==> src/rtl/alu_result_sink.sv <==
// Writeback/flags stage behind the ALU: condition check against NZCV, FWFT result FIFO.
// Define ALU_SINK_STATS_EN to add saturating commit/skip counters.
module alu_result_sink #(
    parameter int WIDTH = 5,
    parameter int DEPTH = 4
) (
    input  logic                     clk,
    input  logic                     rst_n,
    input  logic                     in_valid,
    output logic                     in_ready,
    input  logic [WIDTH-1:0]         in_result,
    input  logic [3:0]               in_flags,
    input  logic [3:0]               in_cond,
    input  logic                     in_setflags,
    output logic                     out_valid,
    input  logic                     out_ready,
    output logic [WIDTH-1:0]         out_result,
    output logic [3:0]               out_flags,
    output logic [3:0]               nzcv,
    output logic [$clog2(DEPTH):0]   fifo_count
`ifdef ALU_SINK_STATS_EN
    ,
    output logic [7:0]               commit_cnt,
    output logic [7:0]               skip_cnt
`endif
);

    localparam int AW = $clog2(DEPTH);
    localparam int CW = AW + 1;
    localparam int EW = WIDTH + 4;

    typedef enum logic {RD_EMPTY, RD_NONEMPTY} rd_state_e;
    typedef enum logic {WR_NOTFULL, WR_FULL}   wr_state_e;

    logic [EW-1:0] mem_q [DEPTH];
    logic [EW-1:0] mem_d [DEPTH];
    logic [AW-1:0] rd_ptr_q, rd_ptr_d;
    logic [AW-1:0] wr_ptr_q, wr_ptr_d;
    logic [CW-1:0] count_q, count_d;
    logic [3:0]    nzcv_q, nzcv_d;

    rd_state_e rd_state;
    wr_state_e wr_state;
    logic      accept, pass, push, pop;

    // ARM condition codes; N=f[3] Z=f[2] C=f[1] V=f[0].
    function automatic logic cond_pass(input logic [3:0] cond, input logic [3:0] f);
        logic n, z, c, v;
        {n, z, c, v} = f;
        case (cond)
            4'b0000: cond_pass = z;
            4'b0001: cond_pass = !z;
            4'b0010: cond_pass = c;
            4'b0011: cond_pass = !c;
            4'b0100: cond_pass = n;
            4'b0101: cond_pass = !n;
            4'b0110: cond_pass = v;
            4'b0111: cond_pass = !v;
            4'b1000: cond_pass = c & !z;
            4'b1001: cond_pass = !c | z;
            4'b1010: cond_pass = (n == v);
            4'b1011: cond_pass = (n != v);
            4'b1100: cond_pass = !z & (n == v);
            4'b1101: cond_pass = z | (n != v);
            default: cond_pass = 1'b1;
        endcase
    endfunction

    assign rd_state = (count_q == '0) ? RD_EMPTY : RD_NONEMPTY;
    assign wr_state = (count_q == CW'(DEPTH)) ? WR_FULL : WR_NOTFULL;

    assign in_ready   = (wr_state == WR_NOTFULL);
    assign out_valid  = (rd_state == RD_NONEMPTY);
    assign accept     = in_valid & in_ready;
    assign pass       = cond_pass(in_cond, nzcv_q);
    assign push       = accept & pass;
    assign pop        = out_valid & out_ready;

    assign {out_result, out_flags} = mem_q[rd_ptr_q];
    assign nzcv       = nzcv_q;
    assign fifo_count = count_q;

    always_comb begin
        mem_d    = mem_q;
        rd_ptr_d = rd_ptr_q;
        wr_ptr_d = wr_ptr_q;
        count_d  = count_q;
        nzcv_d   = nzcv_q;
        if (push) begin
            mem_d[wr_ptr_q] = {in_result, in_flags};
            wr_ptr_d        = wr_ptr_q + 1'b1;
            if (in_setflags) nzcv_d = in_flags;
        end
        if (pop) rd_ptr_d = rd_ptr_q + 1'b1;
        // Simultaneous push/pop leaves occupancy unchanged.
        if (push && !pop)      count_d = count_q + 1'b1;
        else if (pop && !push) count_d = count_q - 1'b1;
    end

    always_ff @(posedge clk or negedge rst_n) begin
        if (!rst_n) begin
            for (int i = 0; i < DEPTH; i++) mem_q[i] <= '0;
            rd_ptr_q <= '0;
            wr_ptr_q <= '0;
            count_q  <= '0;
            nzcv_q   <= '0;
        end else begin
            mem_q    <= mem_d;
            rd_ptr_q <= rd_ptr_d;
            wr_ptr_q <= wr_ptr_d;
            count_q  <= count_d;
            nzcv_q   <= nzcv_d;
        end
    end

`ifdef ALU_SINK_STATS_EN
    logic [7:0] commit_q, commit_d;
    logic [7:0] skip_q, skip_d;

    always_comb begin
        commit_d = commit_q;
        skip_d   = skip_q;
        if (accept && pass && commit_q != 8'hFF)  commit_d = commit_q + 8'd1;
        if (accept && !pass && skip_q != 8'hFF)   skip_d   = skip_q + 8'd1;
    end

    always_ff @(posedge clk or negedge rst_n) begin
        if (!rst_n) begin
            commit_q <= '0;
            skip_q   <= '0;
        end else begin
            commit_q <= commit_d;
            skip_q   <= skip_d;
        end
    end

    assign commit_cnt = commit_q;
    assign skip_cnt   = skip_q;
`endif

endmodule

==> config.mk <==
export PLATFORM = sky130hd
export DESIGN_NAME = alu_result_sink
export DESIGN_NICKNAME = d
export VERILOG_FILES = /design/src/rtl/alu_result_sink.sv
export SDC_FILE = /design/constraint.sdc
export NUM_CORES = 1
export LEC_CHECK = 0
export CORE_ASPECT_RATIO = 0.5
export CORE_UTILIZATION = 51
export DETAILED_ROUTE_END_ITERATION = 10
export PLACE_DENSITY_LB_ADDON = 0.1
export REMOVE_ABC_BUFFERS = 1
export SLEW_MARGIN = 20
export SYNTH_ARGS = -nofsm -noshare
export SYNTH_HDL_FRONTEND = slang
export SYNTH_SLANG_ARGS = --single-unit
==> constraint.sdc <==
create_clock -name clk -period 3.45 [get_ports clk]
set_clock_uncertainty 0.1 [all_clocks]
set_input_delay 0.69 -clock clk [delete_from_list [all_inputs] [get_ports clk]]
set_output_delay 0.69 -clock clk [all_outputs]
set_load 0.005 [all_outputs]
==> results.md <==
Worst setup path:
- Data arrives at the worst endpoint at 3.17 ns.
- The maximum net fanout on the critical path is 7.
- The worst setup slack for register-to-register paths is between 0.8 and 0.9 ns.
- The startpoint identified for the worst register-to-register timing path is nzcv[2]$_DFFE_PN0P_.
- The largest individual stage delay along the critical path comes from the cell sky130_fd_sc_hd__clkdlybuf4s50_1.
- The critical path contains buffers and inverters numbering 3 combined.
- The signal on the critical path passes through clkdlybuf4s50_1 -> and4bb_1 -> a221oi_1 -> a211oi_4 -> nor2_1 -> inv_1 -> ha_1 -> inv_1 -> fa_1 -> mux2_2.
- For the worst flop-to-flop path, the logic depth is 9.
- The required time at the endpoint of the critical path is 3.54 ns.
- On the worst path, the slowest cell contributes a delay of 0.52 ns.
- Among cell families on the critical path, the largest total delay comes from buffers and inverters.
- STA classifies the critical path endpoint as a flop.
- The endpoint of the worst-slack reg-to-reg timing path is fifo_count[1]$_DFFE_PN0P_.
- The worst setup path is launched from an input port.
- The critical path in this run is classified as input port to flop.
- By instance count, the cell type seen most on the critical path is sky130_fd_sc_hd__inv_1.

Timing:
- The count of pins over their slew limit was 0.
- The portion of the clock cycle consumed by the worst path in the final layout is between 80 and 90%.
- The final setup violation count is 0.
- The count of endpoints failing hold in the final timing report came to 0.
- Static timing analysis puts the maximum clock frequency at ~320 MHz.
- The routed design could run at a clock period as short as 3.084 ns.
- The worst slew margin relative to its limit is 55.75%.
- Hold timing on the final database bottoms out at a slack of 0.2858 ns.
- The slew of the pin with the lowest slew margin is 0.6637 ns.
- Setup repair after global routing left no endpoint under its margin.
- Adding up every negative setup slack in the final design gives 0 ns.

CTS:
- After clock tree synthesis, the clock-pin slew on the worst setup and hold paths is 0.09 ns.
- The number of buffers on the longest clock path is 2.
- After clock tree synthesis, the setup repair step added 0 buffers.
- The number of H-tree branching levels is 2.
- The number of buffers created by CTS is 5.
- The clock sink total is 47.
- The count of instances resized after the clock tree is built is 0.
- The buffer type at the clock tree root is sky130_fd_sc_hd__clkbuf_8.
- The hold buffer count at CTS is 0.
- The clock latency reported for the late side of the worst-skew pair is 0.30 ns.
- The clock tree from TritonCTS is yes.

Global routing:
- The aggregate global routing overflow is 0.
- The first-pass GRT wire length is 7341 um.
- Across every metal layer, demand over resource in global routing totals 20.00%.
- The maximum number of pins on one net before global-route repair is 48.
- The number of antenna violations at the first check in global routing is 0.
- The via count of the first global-routing pass came to 1506.

Route:
- The routed length per placed instance is 16.65 um.
- The total number of vias is 1386.
- The number of nets still failing antenna checks after routing is 0.
- After the first detailed-routing iteration, the DRC count stood at 33.
- In the routed layout, each cell is associated on average with a via count of 5.435.
- For this block, the routed nets add up to 4246 um of wire.
- In the routed design, unresolved DRC markers number 2.
- For this run, the detailed router's first-pass iteration total came to 7.

Power:
- The cell area power density is 895.9 nW/um2.
- In this run the static leakage power is 1.213 nW.
- The maximum VDD drop is 0.0004362 V.

Cells and area:
- The final layout contains 221 nets.
- In the final layout, the share of cells above drive strength 1 is 35.35%.
- From synthesis to final layout, the design area changed by 22.42%.
- The total of fill cells in the finished design is 350.
- In the final layout, flip-flops and latches occupy 1176 um2.
- The antenna diode count is 0.
- The multi-input combinational cells in the finished layout cover a total of 1139 um2.
- The most common cell after layout, fill and taps aside is sky130_fd_sc_hd__dfrtp_1.
- In the layout the commonest cells are 47 x sky130_fd_sc_hd__dfrtp_1, 38 x sky130_fd_sc_hd__mux2_2, 34 x sky130_fd_sc_hd__clkdlybuf4s50_1.

Logic synthesis:
- The most used flip-flop cell after synthesis is sky130_fd_sc_hd__dfrtp_1.
- The count of mapped cells out of synthesis is about 150.
- The count of state elements after synthesis is between 40 and 50.
- The async set-reset flop share out of synthesis is 100.0%.
- The number of synthesized flops with an enable pin is 0.
- For this run, the number of Yosys warnings is 0.
- The distinct cell type count after synthesis is 35.
- A synthesized cell averages 15.39 um2.
- The synthesized netlist occupies a cell area of 2355 um2.
- The part of the Yosys area used for sequential elements is 49.95%.

Floorplanning:
- The floorplan has 17 rows.
- The floorplan core area is about 4400 um2.
- The full die area is 4910 um2.
- In this run the horizontal extent of the chip is 98.10 um.
- In this run the count of I/O pins placed on the die edge is 36.
- The die height is about 50 um.
- The starting density of the core is ~53%.

Job:
- The total of max-cap violations is 0.

Place:
- After legalization and detailed placement, the total HPWL measured 2942 um.
- The number of input and output port buffers inserted is 35.
- The routability-driven placement congestion ratio is 0.7570.

Outcome:
- The run finished, with violations left.
- The checks that failed: DRC.

Worst hold path:
- The class of the worst hold path is input port to async pin.
-- power by group --
| part | internal (mW) | switching, mW | leakage (nW) |
|---|---|---|---|
| sequential | 0.832 | 0.247 | 0.563 |
| combinational | 0.815 | 0.371 | 0.607 |
| clock | 0.142 | 0.176 | 0.0422 |
| total | 1.79 | 0.793 | 1.21 |
-- synthesized netlist by cell type, drive strengths merged (2+ instances only) --
library cell / n / area share (%)
xnor2: 5 / 1.9
o21ai: 5 / 3.1
nor2: 2 / 0.32
inv: 4 / 0.64
dfrtp: 47 / 50
nor3b: 2 / 0.64
nand2: 3 / 0.48
nand3: 2 / 0.43
mux4: 9 / 8.6
mux2: 42 / 20
ha: 5 / 2.7
mux2i: 4 / 1.7
buf: 4 / 0.90
xor2: 2 / 0.74
a211oi: 2 / 1.2
-- stage by stage --
step | util (%) | total power [mW] | cell area, um2 | instances | setup slack [ns]
5_1_grt | 65.16 | 2.764 | 2883 | 255 | 0.2455
3_5_place_dp | 63.26 | 2.281 | 2799 | 247 | 0.04346
4_1_cts | 65.10 | 2.609 | 2880 | 255 | 0.3638
2_1_floorplan | - | 1.754 | 2330 | 148 | 0.5268
3_3_place_gp | 63.26 | 2.230 | 2799 | 247 | 0.1353
6_report | 65.16 | 2.583 | 2883 | 255 | 0.3662
-- layer usage --
metal / GRT usage (%) / up-vias / wire length (um)
li1: - / 654 / -
met1: 27.04 / 702 / 2043
met2: 32.86 / 30 / 2027
met3: 4.965 / 0 / 176
met4: 4.545 / 0 / 0
met5: 0 / - / 0
-- how the worst max path moves through the flow --
stage                    start                         to  slack, ns  depth (start not counted)
finish              in_cond[3]  fifo_count[1]$_DFFE_PN0P_       0.37                         10
global route        in_cond[3]  fifo_count[2]$_DFFE_PN0P_       0.25                         13
CTS                 in_cond[3]  fifo_count[1]$_DFFE_PN0P_       0.36                         10
detailed placement  in_cond[3]  fifo_count[1]$_DFFE_PN0P_       0.04                         10
global placement    in_cond[3]  fifo_count[1]$_DFFE_PN0P_       0.14                         10
floorplan           in_cond[0]  fifo_count[2]$_DFFE_PN0P_       0.53                         11
-- sequential cells by signal, indices dropped and copies added, names as in the netlist --
signal / count
nzcv: 4
rd_ptr_q: 2
wr_ptr_q: 2
fifo_count: 3
mem_q: 36
-- area by class of cell --
cell class	count	area share, %
inverters	4	0.5208
multi-input cells	97	39.50
clock inverters	1	0.1736
repair buffers	42	13.89
well taps	57	2.474
flip-flops and latches	47	40.80
clock buffers	7	2.648
-- worst register-to-register path, stage by stage (launching register included) --
cell                       delay (ns)
sky130_fd_sc_hd__dfrtp_1         0.45
sky130_fd_sc_hd__and4bb_1        0.24
sky130_fd_sc_hd__a221oi_1        0.44
sky130_fd_sc_hd__a211oi_4        0.12
sky130_fd_sc_hd__nor2_1          0.14
sky130_fd_sc_hd__inv_1           0.06
sky130_fd_sc_hd__ha_1            0.22
sky130_fd_sc_hd__inv_1           0.07
sky130_fd_sc_hd__fa_1            0.41
sky130_fd_sc_hd__mux2_2          0.27
-- logic make-up (layout without fill, tap and decap cells) --
kind of cell               count (synthesis)  in the layout  share of synthesized area [%]
AOI/OAI and AO/OA                         11             11                          6.483
xor gates and xnor gates                   8              8                          3.560
adders and majority gates                  6              6                          3.507
buffers and inverters                      9             54                          1.700
DFF                                       47             47                          49.95
muxes                                     55             55                          30.39
and+or+nand+nor                           17             17                          4.411
Power figures use the tool's default switching activity.
